File: config.mk
export PLATFORM = sky130hd
export DESIGN_NAME = key_debounce
export DESIGN_NICKNAME = d
export VERILOG_FILES = /design/src/rtl/key_debounce.sv
export SDC_FILE = /design/constraint.sdc
export NUM_CORES = 1
export LEC_CHECK = 0
export CORE_AREA = 2 2 84 86
export DETAILED_ROUTE_END_ITERATION = 6
export DIE_AREA = 0 0 86 88
export GPL_ROUTABILITY_DRIVEN = 0
export PLACE_DENSITY = 0.84
export SYNTH_ARGS = -nofsm -noshare
export SYNTH_HDL_FRONTEND = slang
export SYNTH_SLANG_ARGS = --single-unit
File: constraint.sdc
create_clock -name CLK -period 3.8 [get_ports CLK]
set_clock_uncertainty 0.1 [all_clocks]
set_input_delay 0.76 -clock CLK [delete_from_list [all_inputs] [get_ports CLK]]
set_output_delay 0.76 -clock CLK [all_outputs]
set_load 0.1 [all_outputs]
File: src/rtl/key_debounce.sv
// ----------------------------------------------------------------------------
// key_debounce
//
// Debounces and edge-classifies the raw alarm-panel keys. The divided 50 Hz
// clock from the upstream divider is used purely as a sampling strobe: it is
// synchronised into the CLK domain and its rising edges become a one-cycle
// tick_ev. Every piece of key state advances only on tick_ev.
//
// Parameters:
//   N_KEYS     - number of independent key inputs
//   STABLE     - consecutive disagreeing tick samples needed to flip a
//                debounced level (1..15)
//   HOLD_TICKS - ticks a key must stay pressed before KEY_LONG fires
//                (1..1023)
//
// Ports:
//   CLK         in   1       system clock
//   RST         in   1       asynchronous reset, active-high
//   TICK        in   1       divided-clock level, asynchronous, rising edges used
//   KEY_IN      in   N_KEYS  raw key contacts, active-low, asynchronous
//   KEY_LVL     out  N_KEYS  debounced level, active-high
//   KEY_PRESS   out  N_KEYS  one-CLK pulse on KEY_LVL 0->1
//   KEY_RELEASE out  N_KEYS  one-CLK pulse on KEY_LVL 1->0
//   KEY_LONG    out  N_KEYS  one-CLK pulse once per press after HOLD_TICKS
//
// Latency from a TICK rising edge to an output change is 4 CLK:
// 2 synchroniser flops, 1 registered edge detect, 1 output register.
// ----------------------------------------------------------------------------
module key_debounce #(
   parameter int N_KEYS     = 4,
   parameter int STABLE     = 3,
   parameter int HOLD_TICKS = 50
) (
   input  logic              CLK,
   input  logic              RST,
   input  logic              TICK,
   input  logic [N_KEYS-1:0] KEY_IN,
   output logic [N_KEYS-1:0] KEY_LVL,
   output logic [N_KEYS-1:0] KEY_PRESS,
   output logic [N_KEYS-1:0] KEY_RELEASE,
   output logic [N_KEYS-1:0] KEY_LONG
);

   // Counter compare points, sized to the counter widths.
   localparam logic [3:0] STB_LAST  = 4'(STABLE - 1);
   localparam logic [9:0] HOLD_MAX  = 10'(HOLD_TICKS);
   localparam logic [9:0] HOLD_LAST = 10'(HOLD_TICKS - 1);

   // ------------------------------------------------------------------
   // Synchroniser and edge-detect registers
   // ------------------------------------------------------------------
   logic [1:0]        r_tick_sync;   // [0] meta, [1] synchronised
   logic              r_tick_d;      // previous synchronised TICK
   logic              r_tick_ev;     // registered rising-edge strobe
   logic [N_KEYS-1:0] r_key_meta;
   logic [N_KEYS-1:0] r_key_sync;    // synchronised raw keys, active-low

   // ------------------------------------------------------------------
   // Per-key state
   // ------------------------------------------------------------------
   logic [N_KEYS-1:0][3:0] r_stb_cnt;
   logic [N_KEYS-1:0][9:0] r_hold_cnt;
   logic [N_KEYS-1:0]      r_key_lvl;
   logic [N_KEYS-1:0]      r_key_press;
   logic [N_KEYS-1:0]      r_key_release;
   logic [N_KEYS-1:0]      r_key_long;

   // ------------------------------------------------------------------
   // Next-state wires
   // ------------------------------------------------------------------
   logic [N_KEYS-1:0]      w_pressed;     // synchronised key, active-high
   logic [N_KEYS-1:0]      w_disagree;
   logic [N_KEYS-1:0]      w_flip;        // debounced level toggles this tick
   logic [N_KEYS-1:0][3:0] w_stb_nxt;
   logic [N_KEYS-1:0][9:0] w_hold_nxt;
   logic [N_KEYS-1:0]      w_lvl_nxt;
   logic [N_KEYS-1:0]      w_press_nxt;
   logic [N_KEYS-1:0]      w_release_nxt;
   logic [N_KEYS-1:0]      w_long_nxt;

   assign w_pressed = ~r_key_sync;

   // TICK pipeline: two sync flops, a delay flop and the registered edge.
   // The three TICK flops reset high so a TICK already high when reset is
   // released never looks like a rising edge.
   always_ff @(posedge CLK or posedge RST) begin
      if (RST) begin
         r_tick_sync <= 2'b11;
         r_tick_d    <= 1'b1;
         r_tick_ev   <= 1'b0;
      end else begin
         r_tick_sync <= {r_tick_sync[0], TICK};
         r_tick_d    <= r_tick_sync[1];
         r_tick_ev   <= r_tick_sync[1] & ~r_tick_d;
      end
   end

   // Key synchronisers; reset to the released (high) contact state.
   always_ff @(posedge CLK or posedge RST) begin
      if (RST) begin
         r_key_meta <= {N_KEYS{1'b1}};
         r_key_sync <= {N_KEYS{1'b1}};
      end else begin
         r_key_meta <= KEY_IN;
         r_key_sync <= r_key_meta;
      end
   end

   // Decide per key whether this tick completes a run of disagreeing samples.
   always_comb begin
      w_disagree = '0;
      w_flip     = '0;
      for (int k = 0; k < N_KEYS; k++) begin
         w_disagree[k] = (w_pressed[k] != r_key_lvl[k]);
         if (r_tick_ev && w_disagree[k] && (r_stb_cnt[k] == STB_LAST)) begin
            w_flip[k] = 1'b1;
         end else begin
            w_flip[k] = 1'b0;
         end
      end
   end

   // Stability counter, level and press/release pulses.
   always_comb begin
      w_stb_nxt     = r_stb_cnt;
      w_lvl_nxt     = r_key_lvl;
      w_press_nxt   = '0;
      w_release_nxt = '0;
      for (int k = 0; k < N_KEYS; k++) begin
         if (!r_tick_ev) begin
            w_stb_nxt[k] = r_stb_cnt[k];
         end else if (!w_disagree[k]) begin
            // Any agreeing sample restarts the run.
            w_stb_nxt[k] = 4'd0;
         end else if (w_flip[k]) begin
            w_stb_nxt[k] = 4'd0;
            w_lvl_nxt[k] = ~r_key_lvl[k];
            if (w_pressed[k]) begin
               w_press_nxt[k] = 1'b1;
            end else begin
               w_release_nxt[k] = 1'b1;
            end
         end else begin
            w_stb_nxt[k] = r_stb_cnt[k] + 4'd1;
         end
      end
   end

   // Hold counter and long-press pulse. The counter is zero while released
   // and on the press tick itself; it also clears on the release tick so a
   // release can never coincide with a long-press.
   always_comb begin
      w_hold_nxt = r_hold_cnt;
      w_long_nxt = '0;
      for (int k = 0; k < N_KEYS; k++) begin
         if (!r_tick_ev) begin
            w_hold_nxt[k] = r_hold_cnt[k];
         end else if (!r_key_lvl[k] || w_flip[k]) begin
            w_hold_nxt[k] = 10'd0;
         end else if (r_hold_cnt[k] < HOLD_MAX) begin
            w_hold_nxt[k] = r_hold_cnt[k] + 10'd1;
            if (r_hold_cnt[k] == HOLD_LAST) begin
               w_long_nxt[k] = 1'b1;
            end else begin
               w_long_nxt[k] = 1'b0;
            end
         end else begin
            // Saturated: no further long-press until released.
            w_hold_nxt[k] = r_hold_cnt[k];
         end
      end
   end

   // Per-key state and output registers; pulses default to zero each cycle.
   always_ff @(posedge CLK or posedge RST) begin
      if (RST) begin
         r_stb_cnt     <= '0;
         r_hold_cnt    <= '0;
         r_key_lvl     <= '0;
         r_key_press   <= '0;
         r_key_release <= '0;
         r_key_long    <= '0;
      end else begin
         r_stb_cnt     <= w_stb_nxt;
         r_hold_cnt    <= w_hold_nxt;
         r_key_lvl     <= w_lvl_nxt;
         r_key_press   <= w_press_nxt;
         r_key_release <= w_release_nxt;
         r_key_long    <= w_long_nxt;
      end
   end

   assign KEY_LVL     = r_key_lvl;
   assign KEY_PRESS   = r_key_press;
   assign KEY_RELEASE = r_key_release;
   assign KEY_LONG    = r_key_long;

endmodule

==> run_results.csv <==
group,metric,value,unit
finish,final_cells,453,
die,die_y,88,µm
worst_setup_path,worstSetupPathType,"reg2out",
sta,final.setup.tns,0,ps
detailed_routing,drc_errors,0,
cts,cts_htree_levels,3,
finish,design_area,0.00434,mm²
detailed_routing,wl_met1,3030,µm
detailed_routing,drtPass1Iterations,4,
finish,areaGrowthSynthToFinish,15.1,%
cts,cts_tree,"built",
die,ios,23,
worst_setup_path,cpLargestDelayFamily,"buffers and inverters",
cts,clock_latency,350,ps
sta,fmax,348,MHz
logic_synthesis,ys.warnings.count,0,
cts,hold_buffers,0,
sta,rsz0062_at_grt,"no",
die,fp.dieW,86,µm
die,row_count,30,
sta,setup_viol,0,
worst_setup_path,cp-end-kind,"primary output",
detailed_routing,viasPerCell,5.81,
worst_setup_path,startpoint_type,"flip-flop",
worst_setup_path,path_buf_inv,1,
sta,worst_pin_slew,971,ps
cts,clockBufferDepth,2,
status,status,"complete, no violations",
cts,cts_resized,0,
placement,io_buffers,22,
die,die-area,0.00757,mm²
global_routing,gr-usage-all-layers,0.192,
run,drv_cap,0,
logic_synthesis,synth_seq_cells,84,
detailed_routing,routed.top_layer,"met4",
logic_synthesis,synth_edf_count,0,
sta,period_minus_slack,2870,ps
detailed_routing,met2_length,3170,µm
logic_synthesis,synth.yosys.seq_area_share,0.561,
logic_synthesis,synth_ff_type,"dfrtp_1",
placement,hpwl,4350,µm
placement,dpl_cell_area,0.00410,mm²
cts,clock_sinks,84,
die,coreArea,0.00664,mm²
cts,cts_setup_buffers,0,
global_routing,antenna_found_initial,0,
placement,dp_slack,1310,ps
finish,nets,391,
power_and_ir_drop,powerDensity,574,mW/mm²
detailed_routing,drt-initial-drc-count,161,
power_and_ir_drop,ir_drop,0.255,mV
cts,cts_root_buffer,"clkbuf_8",
detailed_routing,wire_per_inst,14.4,µm
logic_synthesis,synth-async-reset-ratio,1.00,
detailed_routing,wl_met3,186,µm
detailed_routing,vias,2634,
worst_setup_path,critical_path_required,2940,ps
global_routing,grt_pass1_wl,11500,µm
finish,n_antenna_cell,0,
global_routing,grt_pass1_vias,2604,
logic_synthesis,syn-cell-area,0.00377,mm²
sta,slew_violations,0,
logic_synthesis,syn_nets,362,
worst_setup_path,critPathMaxFanout,8,
finish,final_core_util,0.654,
cts,cts_buffers,9,
cts,clk_pin_slew,90,ps
sta,worst_slack,928,ps
detailed_routing,wirelength,6510,µm
logic_synthesis,syn_area_per_cell,11.1,µm²
logic_synthesis,ys_types,55,
detailed_routing,detail-route-antenna-nets,0,
finish,fill_cells,482,
placement,dp_cells,437,
worst_setup_path,cp.arrival,2010,ps
worst_setup_path,cpMaxStageDelayCell,"clkdlybuf4s50_1",
power_and_ir_drop,p_leak,1.97,nW
sta,finalHoldViolations,0,
global_routing,grt-ovfl-total,0,
global_routing,grt_max_degree,44,
sta,post-route-period-util,0.756,
logic_synthesis,synth_cells,339,
die,initial_core_util,0.568,
sta,relSlewSlack,0.351,
finish,layout-drive-gt1-share,0.126,
worst_setup_path,crit_chain,"clkdlybuf4s50_1",
worst_setup_path,max_stage_delay,1180,ps
min_path,hold_class,"reg2reg",
## cells by family after synthesis
group	Yosys count	synth area share
adder cells (fa/ha/maj)	16	0.0530
buffers and inverters	26	0.0282
AND/OR/NAND/NOR	127	0.185
flip-flops	84	0.561
XOR/XNOR	5	0.0116
multiplexers	8	0.0216
AO/OA/AOI/OAI	73	0.140
## registers in the layout, summed over array words and instances, names as in the netlist
signal and count:
r_hold_cnt 40, KEY_LONG 4, r_stb_cnt 16, r_key_sync 4
r_tick_sync 2, r_key_meta 4, r_tick_ev 1, r_tick_d 1
KEY_LVL 4, KEY_RELEASE 4, KEY_PRESS 4
## worst paths after layout
path,end,slack [ps],cells past startpoint,startpoint
worst max-delay path,KEY_LVL[0],930,1,KEY_LVL[0]
worst min-delay path,r_tick_sync[1],260,0,r_tick_sync[0]
worst max register to register,r_stb_cnt[6],1610,6,r_tick_ev
worst min register to register,r_tick_sync[1],260,0,r_tick_sync[0]
max in group asynchronous,r_key_sync[2],2150,3,RST
min in group asynchronous,r_hold_cnt[19],740,2,RST
## routing by layer
layer	up-vias	global-route usage
met5	-	0
met4	0	0.107
met3	12	0.0358
met2	46	0.310
met1	1298	0.244
li1	1278	-
## where the power goes
group	switching [mW]	internal [mW]	total, mW
Clock	0.316	0.454	0.770
Combinational	0.383	0.207	0.590
Sequential	0.129	1.00	1.13
Total	0.827	1.67	2.49
## cell usage after synthesis (all sizes together) (2+ instances only)
cell type  instances  share of area
xor2               3         0.0070
inv               18          0.018
nand4bb            2         0.0060
o21a               2         0.0040
or4                2         0.0050
or2                2         0.0033
or3                3         0.0050
nor4               5          0.014
and2              17          0.029
xnor2              2         0.0046
o311ai             7          0.020
o22ai              3         0.0050
nor3b              7          0.014
a21oi              9          0.012
a211oi             2         0.0040
nand3             16          0.021
nor2              15          0.015
a211o              3         0.0070
nand2             32          0.032
buf                2         0.0043
o21ai             17          0.024
dfrtp             73           0.48
ha                16          0.053
mux2i              7          0.019
a21o               8          0.016
o2bb2ai            7          0.016
nand4              4         0.0066
dfstp             11          0.077
nor3              14          0.019
and3               2         0.0033
o211ai             5         0.0099
clkbuf             5         0.0050
or3b               2         0.0046
a31oi              4         0.0066
## per-stage QoR
stage / total power [mW] / hold slack (ps)
2_1_floorplan: 1.59 / 245
3_3_place_gp: 1.71 / 246
3_5_place_dp: 1.74 / 247
4_1_cts: 2.51 / 259
5_1_grt: 2.64 / 263
6_report: 2.49 / 259
## cell type report
type	instances	area [µm²]	area share
clock buffer	10	138	0.0317
timing repair buffer	25	255	0.0588
sequential	84	2120	0.487
clock inverter	6	111	0.0256
multi-input combinational	229	1550	0.357
tap	80	100	0.0230
inverter	19	72.6	0.0167
## placed cells by master, fill, tap and decap left out, drive strengths merged, types with 3 or more instances in the layout
master	instances
o211ai	5
bufinv	3
o2bb2ai	7
nand2	32
a21o	8
nor2	15
clkdlybuf4s50	22
clkbuf	10
dfstp	11
nand4	4
a211o	3
clkinv	4
o311ai	7
buf	3
nor3	14
nand3	16
and2	17
o21ai	17
ha	16
inv	17
a21oi	9
o22ai	3
or3	3
nor4	5
mux2i	7
dfrtp	73
nor3b	7
a31oi	4
xor2	3
(Power assumes the default switching activity.)
